## src/rtl/datamem_arb_pkg.sv

```systemverilog
// rtl/datamem_arb_pkg.sv - shared types and constants for the data memory arbiter
package datamem_arb_pkg;

  localparam int NUM_REQ    = 2;
  localparam int CMD_ADDR_W = 32;

  typedef logic req_id_t;

  // Address is carried at full width; the arbiter trims it to the memory's byte-address width.
  typedef struct packed {
    logic [CMD_ADDR_W-1:0] addr;
    logic [31:0]           wdata;
    logic [3:0]            mask;
    logic                  we;
  } dm_cmd_t;

endpackage

```

## src/rtl/datamem_arbiter_tag_fifo.sv

```systemverilog
// rtl/datamem_arbiter_tag_fifo.sv - read-tag FIFO recording which requester owns each outstanding read
module arb_tag_fifo
  import datamem_arb_pkg::*;
#(
  parameter int DEPTH = 4
) (
  input  logic    clk,
  input  logic    rst,
  input  logic    push,
  input  req_id_t push_id,
  input  logic    pop,
  output logic    full,
  output logic    empty,
  output req_id_t head
);

  localparam int PW = $clog2(DEPTH);

  req_id_t         mem [DEPTH];
  logic [PW-1:0]   wr_ptr;
  logic [PW-1:0]   rd_ptr;
  logic [PW:0]     count;
  logic            do_push;
  logic            do_pop;

  assign do_push = push && !full;
  assign do_pop  = pop && !empty;
  assign full    = (count == (PW+1)'(DEPTH));
  assign empty   = (count == '0);
  assign head    = mem[rd_ptr];

  // Tag storage; contents are don't-care while empty so no reset is needed.
  always_ff @(posedge clk) begin
    if (do_push) mem[wr_ptr] <= push_id;
  end

  // Pointers and occupancy; simultaneous push and pop leave the count unchanged.
  always_ff @(posedge clk) begin
    if (rst) begin
      wr_ptr <= '0;
      rd_ptr <= '0;
      count  <= '0;
    end else begin
      if (do_push) wr_ptr <= wr_ptr + 1'b1;
      if (do_pop)  rd_ptr <= rd_ptr + 1'b1;
      case ({do_push, do_pop})
        2'b10:   count <= count + 1'b1;
        2'b01:   count <= count - 1'b1;
        default: count <= count;
      endcase
    end
  end

endmodule

```

## src/rtl/datamem_arbiter.sv

```systemverilog
// rtl/datamem_arbiter.sv - two-requester data memory arbiter (DATAMEM_ARB_FIXED_PRIO_EN selects fixed priority)
module datamem_arbiter
  import datamem_arb_pkg::*;
#(
  parameter  int DATAMEM_DEPTH   = 8192,
  parameter  int MAX_OUTSTANDING = 4,
  localparam int AW              = $clog2(DATAMEM_DEPTH) + 2
) (
  input  logic          clk,
  input  logic          rst,
  input  logic          m0_cmd_valid,
  output logic          m0_cmd_ready,
  input  logic [AW-1:0] m0_cmd_addr,
  input  logic [31:0]   m0_cmd_wdata,
  input  logic [3:0]    m0_cmd_mask,
  input  logic          m0_cmd_we,
  output logic [31:0]   m0_rsp_data,
  output logic          m0_rsp_valid,
  input  logic          m1_cmd_valid,
  output logic          m1_cmd_ready,
  input  logic [AW-1:0] m1_cmd_addr,
  input  logic [31:0]   m1_cmd_wdata,
  input  logic [3:0]    m1_cmd_mask,
  input  logic          m1_cmd_we,
  output logic [31:0]   m1_rsp_data,
  output logic          m1_rsp_valid,
  output logic [AW-1:0] datamem_addr,
  output logic [31:0]   datamem_wdata,
  output logic [3:0]    datamem_mask,
  output logic          datamem_we,
  output logic          datamem_valid,
  input  logic          datamem_ready,
  input  logic [31:0]   datamem_rdata,
  input  logic          datamem_rvalid,
  output logic          arb_err
);

  dm_cmd_t              cmd [NUM_REQ];
  logic [NUM_REQ-1:0]   cmd_valid;
  logic [NUM_REQ-1:0]   eligible;
  dm_cmd_t              sel;
  logic                 sel_valid;
  req_id_t              gnt;
  req_id_t              last_served;
  req_id_t              lock_id;
  logic                 locked;
  logic                 stall;
  logic                 hs;
  logic                 tag_full;
  logic                 tag_empty;
  req_id_t              tag_head;
  logic                 tag_push;
  logic                 tag_pop;
  logic                 unused_addr_hi;

  // Gather both requesters into the common command format.
  always_comb begin
    cmd[0]       = '{addr: CMD_ADDR_W'(m0_cmd_addr), wdata: m0_cmd_wdata, mask: m0_cmd_mask, we: m0_cmd_we};
    cmd[1]       = '{addr: CMD_ADDR_W'(m1_cmd_addr), wdata: m1_cmd_wdata, mask: m1_cmd_mask, we: m1_cmd_we};
    cmd_valid    = {m1_cmd_valid, m0_cmd_valid};
    // A read that cannot get a tag slot does not compete, so a pending write can still go.
    eligible[0]  = m0_cmd_valid && (m0_cmd_we || !tag_full);
    eligible[1]  = m1_cmd_valid && (m1_cmd_we || !tag_full);
  end

  // Grant selection: a lock pins the requester, otherwise resolve ties by policy.
  always_comb begin
    gnt = 1'b0;
    if (locked) begin
      gnt = lock_id;
    end else if (eligible[0] && eligible[1]) begin
`ifdef DATAMEM_ARB_FIXED_PRIO_EN
      gnt = 1'b0;
`else
      gnt = ~last_served;
`endif
    end else if (eligible[1]) begin
      gnt = 1'b1;
    end
  end

  // Forward the granted command; reads are held back while every tag slot is in use.
  always_comb begin
    sel            = cmd[gnt];
    sel_valid      = cmd_valid[gnt];
    stall          = sel_valid && !sel.we && tag_full;
    datamem_valid  = sel_valid && !stall;
    datamem_addr   = sel.addr[AW-1:0];
    datamem_wdata  = sel.wdata;
    datamem_mask   = sel.mask;
    datamem_we     = sel.we;
    m0_cmd_ready   = datamem_ready && (gnt == 1'b0) && !stall;
    m1_cmd_ready   = datamem_ready && (gnt == 1'b1) && !stall;
    hs             = datamem_valid && datamem_ready;
    tag_push       = hs && !sel.we;
    tag_pop        = datamem_rvalid && !tag_empty;
    m0_rsp_valid   = tag_pop && (tag_head == 1'b0);
    m1_rsp_valid   = tag_pop && (tag_head == 1'b1);
    m0_rsp_data    = datamem_rdata;
    m1_rsp_data    = datamem_rdata;
    unused_addr_hi = ^sel.addr[CMD_ADDR_W-1:AW];
  end

  // Lock, round-robin history and the sticky orphan-response flag.
  always_ff @(posedge clk) begin
    if (rst) begin
      locked      <= 1'b0;
      lock_id     <= 1'b0;
      last_served <= 1'b1;
      arb_err     <= 1'b0;
    end else begin
      if (datamem_valid && !datamem_ready) begin
        locked  <= 1'b1;
        lock_id <= gnt;
      end else if (hs) begin
        locked  <= 1'b0;
      end
      if (hs) last_served <= gnt;
      if (datamem_rvalid && tag_empty) arb_err <= 1'b1;
    end
  end

  arb_tag_fifo #(
    .DEPTH (MAX_OUTSTANDING)
  ) u_tag_fifo (
    .clk     (clk),
    .rst     (rst),
    .push    (tag_push),
    .push_id (gnt),
    .pop     (tag_pop),
    .full    (tag_full),
    .empty   (tag_empty),
    .head    (tag_head)
  );

endmodule
```

## config.mk

```make
export PLATFORM = sky130hd
export DESIGN_NAME = datamem_arbiter
export DESIGN_NICKNAME = d
export VERILOG_FILES = /design/src/rtl/datamem_arb_pkg.sv /design/src/rtl/datamem_arbiter_tag_fifo.sv /design/src/rtl/datamem_arbiter.sv
export SDC_FILE = /design/constraint.sdc
export NUM_CORES = 1
export LEC_CHECK = 0
export CAP_MARGIN = 10
export CORE_AREA = 5 5 100 102
export DETAILED_ROUTE_END_ITERATION = 8
export DIE_AREA = 0 0 105 107
export PLACE_DENSITY = 0.77
export SYNTH_ARGS = -nofsm -noshare
export SYNTH_HDL_FRONTEND = slang
export SYNTH_HIERARCHICAL = 1
export SYNTH_SLANG_ARGS = --single-unit
```

## constraint.sdc

```tcl
create_clock -name clk -period 3.5 [get_ports clk]
set_input_delay 0.525 -clock clk [delete_from_list [all_inputs] [get_ports clk]]
set_output_delay 0.525 -clock clk [all_outputs]
set_load 0.005 [all_outputs]
```

; Word-level counts from Yosys, hierarchy flattened
; Memory sizes are Yosys's and may differ from the RTL's. A register that Yosys moved wholly into a read port is not among the register bits.
; Index checks and enable logic that the tools add are counted.
[totals]
regBits = 11
mem_bits_rw = 4
input_bits = 142
out_inout_bits = 122
wordCells = 65
memories = 1
[op_classes]
n_addsub = 4
magnitude_cmp = 2
n_eq_ne = 3
muxes = 15
bitwise = 4
reduce_logical = 29
[memory_table]
columns = name, words, word_bits, rd, rd_clocked_by_memory_dff, write_ports, line_no
row1 = u_tag_fifo.mem, 4, 1, 1, 1, 1, datamem_arbiter_tag_fifo.sv:19  ; req_id_t mem [DEPTH];
[op_table]
columns = op, count
row1 = 2-to-1 mux 52 bit, 3
row2 = logical AND 1 bit, 19
row3 = 2-to-1 mux 1 bit, 9
row4 = one-hot mux 3 bit (2 select lines), 1
row5 = zero test 1 bit, 5
row6 = adder 2 x 1 -> 2 bit (second input constant), 2
row7 = 2-to-1 mux 2 bit, 2
row8 = nonzero test 2 bit, 2
row9 = adder 3 x 1 -> 3 bit (second input constant), 1
row10 = equality test 3 bit (second input constant), 1
row11 = zero test 3 bit, 1
row12 = NOT 1 bit, 3
row13 = subtractor 3 x 1 -> 3 bit (second input constant), 1
row14 = equality test 2 x 1 -> 1 bit (second input constant), 1
row15 = equality test 2 bit (second input constant), 1
row16 = greater-or-equal comparator 2 bit (second input constant), 1
row17 = logical OR 1 bit, 2
row18 = less-than comparator 1 x 2 -> 1 bit (second input constant), 1
row19 = NOT 1 -> 2 bit, 1

; Longest topological paths before layout
[depth]
depth_word = 21
ltp_mapped = 16
mapped_depth_nobuf = 15

; By module
; Netlist, hierarchy kept.
[by_module_without_submodules]
columns = mod, instances, cells_per_inst, area_each_um2, seq_area_each_um2
row1 = datamem_arbiter, 1, 168, 1682.9, 80.1
row2 = arb_tag_fifo, 1, 59, 618.1, 300.3

; Worst setup path before layout
; OpenSTA, ideal clock, no wires.
[synth_path]
kind = register -> register
from = register u_tag_fifo.count[2]
to = register u_tag_fifo.count[2]
setup_ns = 0.070
t_arrival_ns = 3.017
t_required_ns = 3.430
path_slack_ns = 0.413
path_stages_with_launch = 17
n_path_buf = 1
period_less_slack_ns = 3.087
cell_sequence = dfxtp_1 nor3b_2 nor2b_4 nor3b_4 a21oi_4 buf_8 inv_6 a211oi_2 inv_1 nor2_1 inv_1 ha_1 inv_1 fa_1 xor2_1 or3_1 a21oi_1
[synth_via]
elab_chain_len = 21
elab_cells_between_ends = 34
classes_between = add/sub: 2 / eq/ne: 3 / mux: 9 / bitwise: 1 / reduce/logical: 19
[synth_lines]
columns = item, line_no
row1 = start: declaration, datamem_arbiter_tag_fifo.sv:22  ; logic [PW:0] count;
row2 = start signal: assignment, datamem_arbiter_tag_fifo.sv:47  ; 2'b10: count <= count + 1'b1;
row3 = start signal: assignment, datamem_arbiter_tag_fifo.sv:48  ; 2'b01: count <= count - 1'b1;
row4 = start signal: assignment, datamem_arbiter_tag_fifo.sv:49  ; default: count <= count;
row5 = equality test 3 bit *, datamem_arbiter_tag_fifo.sv:28  ; assign full = (count == (PW+1)'(DEPTH));
row6 = net tag_full, datamem_arbiter.sv:49  ; logic tag_full;
row7 = zero test 1 bit *, "datamem_arbiter.sv:62, datamem_arbiter.sv:63"
row8 = logical OR 1 bit (on tied branches), "datamem_arbiter.sv:63, datamem_arbiter.sv:62"
row9 = logical AND 1 bit (on tied branches), "datamem_arbiter.sv:63, datamem_arbiter.sv:62"
row10 = 2-to-1 mux 1 bit or logical AND 1 bit (tied branches), "datamem_arbiter.sv:77, datamem_arbiter.sv:71"
row11 = 2-to-1 mux 1 bit *, datamem_arbiter.sv:71  ; end else if (eligible[0] && eligible[1]) begin
row12 = 2-to-1 mux 1 bit *, datamem_arbiter.sv:69  ; if (locked) begin
row13 = net gnt, datamem_arbiter.sv:43  ; req_id_t gnt;
row14 = [... 7 more ...], --
row15 = zero test 1 bit, datamem_arbiter.sv:87  ; datamem_valid = sel_valid && !stall;
row16 = logical AND 1 bit, datamem_arbiter.sv:87
row17 = logical AND 1 bit, datamem_arbiter.sv:94  ; hs = datamem_valid && datamem_ready;
row18 = logical AND 1 bit *, datamem_arbiter.sv:95  ; tag_push = hs && !sel.we;
row19 = net tag_push, datamem_arbiter.sv:52  ; logic tag_push;
row20 = logical AND 1 bit *, datamem_arbiter_tag_fifo.sv:26  ; assign do_push = push && !full;
row21 = equality test 2 x 1 -> 1 bit or equality test 2 bit (tied branches), datamem_arbiter_tag_fifo.sv:46  ; case ({do_push, do_pop})
row22 = one-hot mux 3 bit (2 select lines) or nonzero test 2 bit (tied branches), --
; Mark *: on every way through the listed nets, which the timed path passes. The rest lies on a longest branch. The select of a mux whose other input is x is not followed.
; A chain may end at the register's enable or synchronous reset.

; Worst setup path after layout
[layout_path]
from = input m1_cmd_we
to = output datamem_mask[2]
[layout_via]
elab_chain_len = 9
elab_cells_between_ends = 10
classes_between = mux: 6 / bitwise: 1 / reduce/logical: 3
[layout_lines]
columns = item, line_no
row1 = start: declaration, datamem_arbiter.sv:24  ; input logic m1_cmd_we,
row2 = logical OR 1 bit *, datamem_arbiter.sv:63  ; eligible[1] = m1_cmd_valid && (m1_cmd_we || !tag_full);
row3 = logical AND 1 bit *, datamem_arbiter.sv:63
row4 = 2-to-1 mux 1 bit or logical AND 1 bit (tied branches), "datamem_arbiter.sv:77, datamem_arbiter.sv:71"
row5 = 2-to-1 mux 1 bit *, datamem_arbiter.sv:71
row6 = 2-to-1 mux 1 bit *, datamem_arbiter.sv:69
row7 = NOT 1 -> 2 bit (not written as such) *, datamem_arbiter.sv:84  ; sel = cmd[gnt];
row8 = 2-to-1 mux 52 bit (not written as such) * (3 in series), datamem_arbiter.sv:84
row9 = end: declaration, datamem_arbiter.sv:29  ; output logic [3:0] datamem_mask,
; Every way passes the cells marked *; elsewhere a longest branch is shown, timed or not. The select of a mux whose other input is x is not followed.

==> impl_metrics.prom <==
# TYPE chip_impl_metric gauge
chip_impl_metric{name="period_minus_slack",unit="ns"} 3.38
chip_impl_metric{name="worst_skew_pair.late_latency",unit="ns"} 0.25
chip_impl_metric{name="drt_iter0_markers",unit=""} 64
chip_impl_metric{name="placed_cell_area",unit="um^2"} 3600
chip_impl_metric{name="cts.clk_slew.worst_paths",unit="ns"} 0.06
chip_impl_metric{name="drive_gt1_share",unit="%"} 20.9
chip_impl_metric{name="fin_cells",unit=""} 441
chip_impl_metric{name="fin_setup_tns",unit="ns"} 0
chip_impl_metric{name="postSynthCellCount",unit=""} 227
chip_impl_metric{name="power.static_leakage",unit="nW"} 1.50
chip_impl_info{name="top_cell_by_count_worst_path",value="sky130_fd_sc_hd__clkdlybuf4s50_1"} 1
chip_impl_metric{name="syn-num-nets",unit=""} 375
chip_impl_metric{name="synthToLayoutAreaGrowth",unit="%"} 58.3
chip_impl_metric{name="cts_resized",unit=""} 0
chip_impl_metric{name="vdd_ir_drop_max",unit="V"} 0.0000959
chip_impl_metric{name="synth-edff-count",unit=""} 4
chip_impl_info{name="clockRootBuffer",value="sky130_fd_sc_hd__clkbuf_8"} 1
chip_impl_metric{name="cts_sinks",unit=""} 17
chip_impl_metric{name="io_pins",unit=""} 264
chip_impl_metric{name="ys_warn_count",unit=""} 6
chip_impl_metric{name="critical_path.n_buffers_inverters",unit=""} 3
chip_impl_metric{name="grt_max_degree",unit=""} 52
chip_impl_metric{name="r2r.worst_path.cells",unit=""} 15
chip_impl_info{name="holdCritPathClass",value="flop to flop"} 1
chip_impl_metric{name="power_per_cell_area",unit="nW/um^2"} 242
chip_impl_metric{name="grt_antenna_before_repair",unit=""} 0
chip_impl_metric{name="maximum_frequency_from_static_timing_analysis",unit="GHz"} 0.296
chip_impl_metric{name="wl",unit="um"} 7670
chip_impl_info{name="grt_setup_unrepaired",value="false"} 1
chip_impl_metric{name="post_cts.repair.setup_buffers",unit=""} 0
chip_impl_metric{name="arrival",unit="ns"} 2.85
chip_impl_info{name="setup.worst_path.end_class",value="output pin"} 1
chip_impl_metric{name="slew-limit-headroom",unit="%"} 65.3
chip_impl_info{name="tritoncts",value="built"} 1
chip_impl_metric{name="io_buffer_count",unit=""} 167
chip_impl_metric{name="clk_path_buf_depth",unit=""} 2
chip_impl_metric{name="avgSynthCellArea",unit="um^2"} 10.1
chip_impl_metric{name="netlist.area_leader.share",unit="%"} 30.7
chip_impl_metric{name="flop_and_latch_count_out_of_synthesis",unit=""} 17
chip_impl_metric{name="finish.instance_area",unit="um^2"} 3640
chip_impl_info{name="worst_path_dominant_cell_family",value="buffers and inverters"} 1
chip_impl_info{name="critPathLaunchType",value="input pin"} 1
chip_impl_metric{name="global_route.overflow_total",unit=""} 0
chip_impl_metric{name="std_cell_rows",unit=""} 35
chip_impl_metric{name="utilization",unit="%"} 40.4
chip_impl_metric{name="start_util",unit="%"} 25.5
chip_impl_metric{name="cp.depth",unit=""} 7
chip_impl_metric{name="numPlacedInstances",unit=""} 437
chip_impl_info{name="netlist.top_cell.by_area",value="sky130_fd_sc_hd__mux2_4"} 1
chip_impl_metric{name="gr-usage-all-layers",unit="%"} 12.4
chip_impl_metric{name="synth_async_sr_flop_share",unit="%"} 0
chip_impl_metric{name="drt.antenna.violating_nets",unit=""} 0
chip_impl_metric{name="num-fill-cells",unit=""} 867
chip_impl_info{name="flip_flop_cell_with_the_highest_count_after_synthesis",value="sky130_fd_sc_hd__dfxtp_1"} 1
chip_impl_metric{name="post-route-drc-count",unit=""} 0
chip_impl_metric{name="route.detailed.vias_per_inst",unit=""} 4.39
chip_impl_metric{name="detail_route.first_pass.iterations",unit=""} 4
chip_impl_metric{name="post-route-period-util",unit="%"} 96.5
chip_impl_metric{name="cts.htree.levels",unit=""} 1
chip_impl_metric{name="dp_hpwl",unit="um"} 6600
chip_impl_metric{name="critical_path_required",unit="ns"} 2.97
chip_impl_info{name="critical_path.cell_chain",value="clkdlybuf4s50_1 > nor2b_4 > nor3b_4 > a21oi_4 > buf_12 > mux2_2 > clkdlybuf4s50_1"} 1
chip_impl_info{name="critical_path_class",value="input pin to output pin"} 1
chip_impl_info{name="synth_top_cells_by_area",value="sky130_fd_sc_hd__mux2_4 31%, sky130_fd_sc_hd__buf_4 21%, sky130_fd_sc_hd__dfxtp_1 11%"} 1
chip_impl_info{name="r2r_end",value="u_tag_fifo/count[2]"} 1
chip_impl_metric{name="report.final.setup_viol",unit=""} 0
chip_impl_info{name="critical_path.startpoint",value="m1_cmd_we"} 1
chip_impl_metric{name="die_width",unit="um"} 105
chip_impl_metric{name="worst_clock_skew",unit="ns"} 0.00456
chip_impl_info{name="standard_cell_with_the_maximum_stage_delay_on_the_critical_path",value="sky130_fd_sc_hd__clkdlybuf4s50_1"} 1
chip_impl_metric{name="die-area",unit="um^2"} 11200
chip_impl_info{name="synthTopCellsByCount",value="64 x sky130_fd_sc_hd__buf_4, 47 x sky130_fd_sc_hd__mux2_4, 13 x sky130_fd_sc_hd__dfxtp_1, 11 x sky130_fd_sc_hd__nor2_1, 10 x sky130_fd_sc_hd__inv_1"} 1
chip_impl_metric{name="wire_length_per_cell_after_detailed_routing",unit="um"} 17.4
chip_impl_metric{name="routabilityCongestion",unit=""} 0.850
chip_impl_metric{name="reg2reg_setup_slack",unit="ns"} 0.46
chip_impl_metric{name="num_vias",unit=""} 1934
chip_impl_info{name="regToRegStartpoint",value="u_tag_fifo/count[2]"} 1
chip_impl_metric{name="floorplan.die.height",unit="um"} 107
chip_impl_metric{name="synthDistinctLibCells",unit=""} 45
chip_impl_info{name="startpoint_of_the_tightest_hold_check_path",value="arb_err"} 1
chip_impl_metric{name="syn_area",unit="um^2"} 2300
chip_impl_metric{name="postCtsHoldBufs",unit=""} 0
chip_impl_metric{name="maxCapViolations",unit=""} 0
chip_impl_info{name="whs_endpoint",value="arb_err"} 1
chip_impl_info{name="synthMostInstantiatedCell",value="sky130_fd_sc_hd__buf_4"} 1
chip_impl_metric{name="yosysSeqAreaShare",unit="%"} 16.5
chip_impl_metric{name="nNetsFinal",unit=""} 479
chip_impl_metric{name="global_route_wire_length_before_repair",unit="um"} 11300
chip_impl_metric{name="hold_violations",unit=""} 0
chip_impl_metric{name="grt_pass1_vias",unit=""} 1995
chip_impl_metric{name="min_delay_path_depth",unit=""} 2
chip_impl_metric{name="core-area",unit="um^2"} 9020
chip_impl_metric{name="n_antenna_cell",unit=""} 0
chip_impl_metric{name="report.final.slew_viol_count",unit=""} 0
chip_impl_metric{name="timing.critical_path.fanout_max",unit=""} 51
chip_impl_metric{name="cts_buffers",unit=""} 3
chip_impl_info{name="result_of_the_run",value="completed"} 1
chip_impl_metric{name="worst_path_largest_cell_delay",unit="ns"} 0.51
chip_impl_metric{name="tightest_slew",unit="ns"} 0.520
[cells in the final DEF, fill, tap and decap left out, types with 4 or more instances in the layout]
cell type / count
sky130_fd_sc_hd__nor2_1: 11
sky130_fd_sc_hd__and2_1: 6
sky130_fd_sc_hd__clkdlybuf4s50_1: 167
sky130_fd_sc_hd__inv_1: 10
sky130_fd_sc_hd__edfxtp_1: 4
sky130_fd_sc_hd__nand2_1: 4
sky130_fd_sc_hd__a21oi_1: 7
sky130_fd_sc_hd__ha_1: 5
sky130_fd_sc_hd__mux2_4: 47
sky130_fd_sc_hd__mux2_2: 4
sky130_fd_sc_hd__dfxtp_1: 13
sky130_fd_sc_hd__o21ai_0: 5
[worst reg2reg max path: stages (launching register included)]
cell and delay (ns):
sky130_fd_sc_hd__dfxtp_1 0.40, sky130_fd_sc_hd__nor3b_2 0.24, sky130_fd_sc_hd__nor2b_4 0.25, sky130_fd_sc_hd__nor3b_4 0.08
sky130_fd_sc_hd__a21oi_4 0.27, sky130_fd_sc_hd__inv_6 0.07, sky130_fd_sc_hd__a211oi_2 0.26, sky130_fd_sc_hd__inv_1 0.11
sky130_fd_sc_hd__nor2_1 0.22, sky130_fd_sc_hd__inv_1 0.08, sky130_fd_sc_hd__ha_1 0.22, sky130_fd_sc_hd__inv_1 0.07
sky130_fd_sc_hd__fa_1 0.17, sky130_fd_sc_hd__xor2_1 0.08, sky130_fd_sc_hd__or3_1 0.30, sky130_fd_sc_hd__a21oi_1 0.15
[report_power, final]
part           total, mW  leakage [nW]  internal [mW]  switching, mW
combinational      0.513          1.34          0.357          0.156
sequential         0.224         0.143          0.212         0.0113
clock              0.144        0.0228         0.0807         0.0631
total              0.881          1.50          0.651          0.230
[routing by layer]
layer / GRT usage (%) / routed length (um) / vias up
met2: 22.4 / 3950 / 103
met3: 3.61 / 687 / 27
met5: 0 / 0 / -
li1: - / - / 921
met1: 14.1 / 2860 / 883
met4: 3.84 / 170 / 0
[layout make-up]
class / count / area (um^2) / area share, %
Timing Repair Buffer: 170 / 1710 / 46.9
Multi-Input combinational cell: 128 / 1330 / 36.4
Inverter: 11 / 46.3 / 1.27
Clock buffer: 4 / 45.0 / 1.24
Tap cell: 111 / 139 / 3.81
Sequential cell: 17 / 380 / 10.4
[logic make-up after synthesis]
logic type	synth area share, %
adder cells (fa/ha/maj)	3.59
AO/OA/AOI/OAI	8.48
multiplexers	33.6
XOR/XNOR	1.14
AND/OR/NAND/NOR	10.8
flip-flops	16.5
buffers and inverters	25.9
[worst max-delay path by stage]
stage	slack (ns)	endpoint
2_1_floorplan	0.41	u_tag_fifo/count[2]
3_3_place_gp	0.15	datamem_mask[0]
3_5_place_dp	0.07	u_tag_fifo/count[2]
4_1_cts	0.12	datamem_mask[2]
5_1_grt	0.01	datamem_addr[14]
6_report	0.12	datamem_mask[2]
[through the flow]
step | worst slack, ns | hold WS (ns) | power, mW
after floorplan | 0.413 | 0.459 | 0.513
after global placement | 0.151 | 0.449 | 0.737
after detailed placement | 0.0744 | 0.463 | 0.744
after CTS | 0.118 | 0.483 | 0.895
after global routing | 0.0119 | 0.527 | 0.930
final | 0.124 | 0.477 | 0.881
No activity file was read; power rests on OpenSTA's default activity.
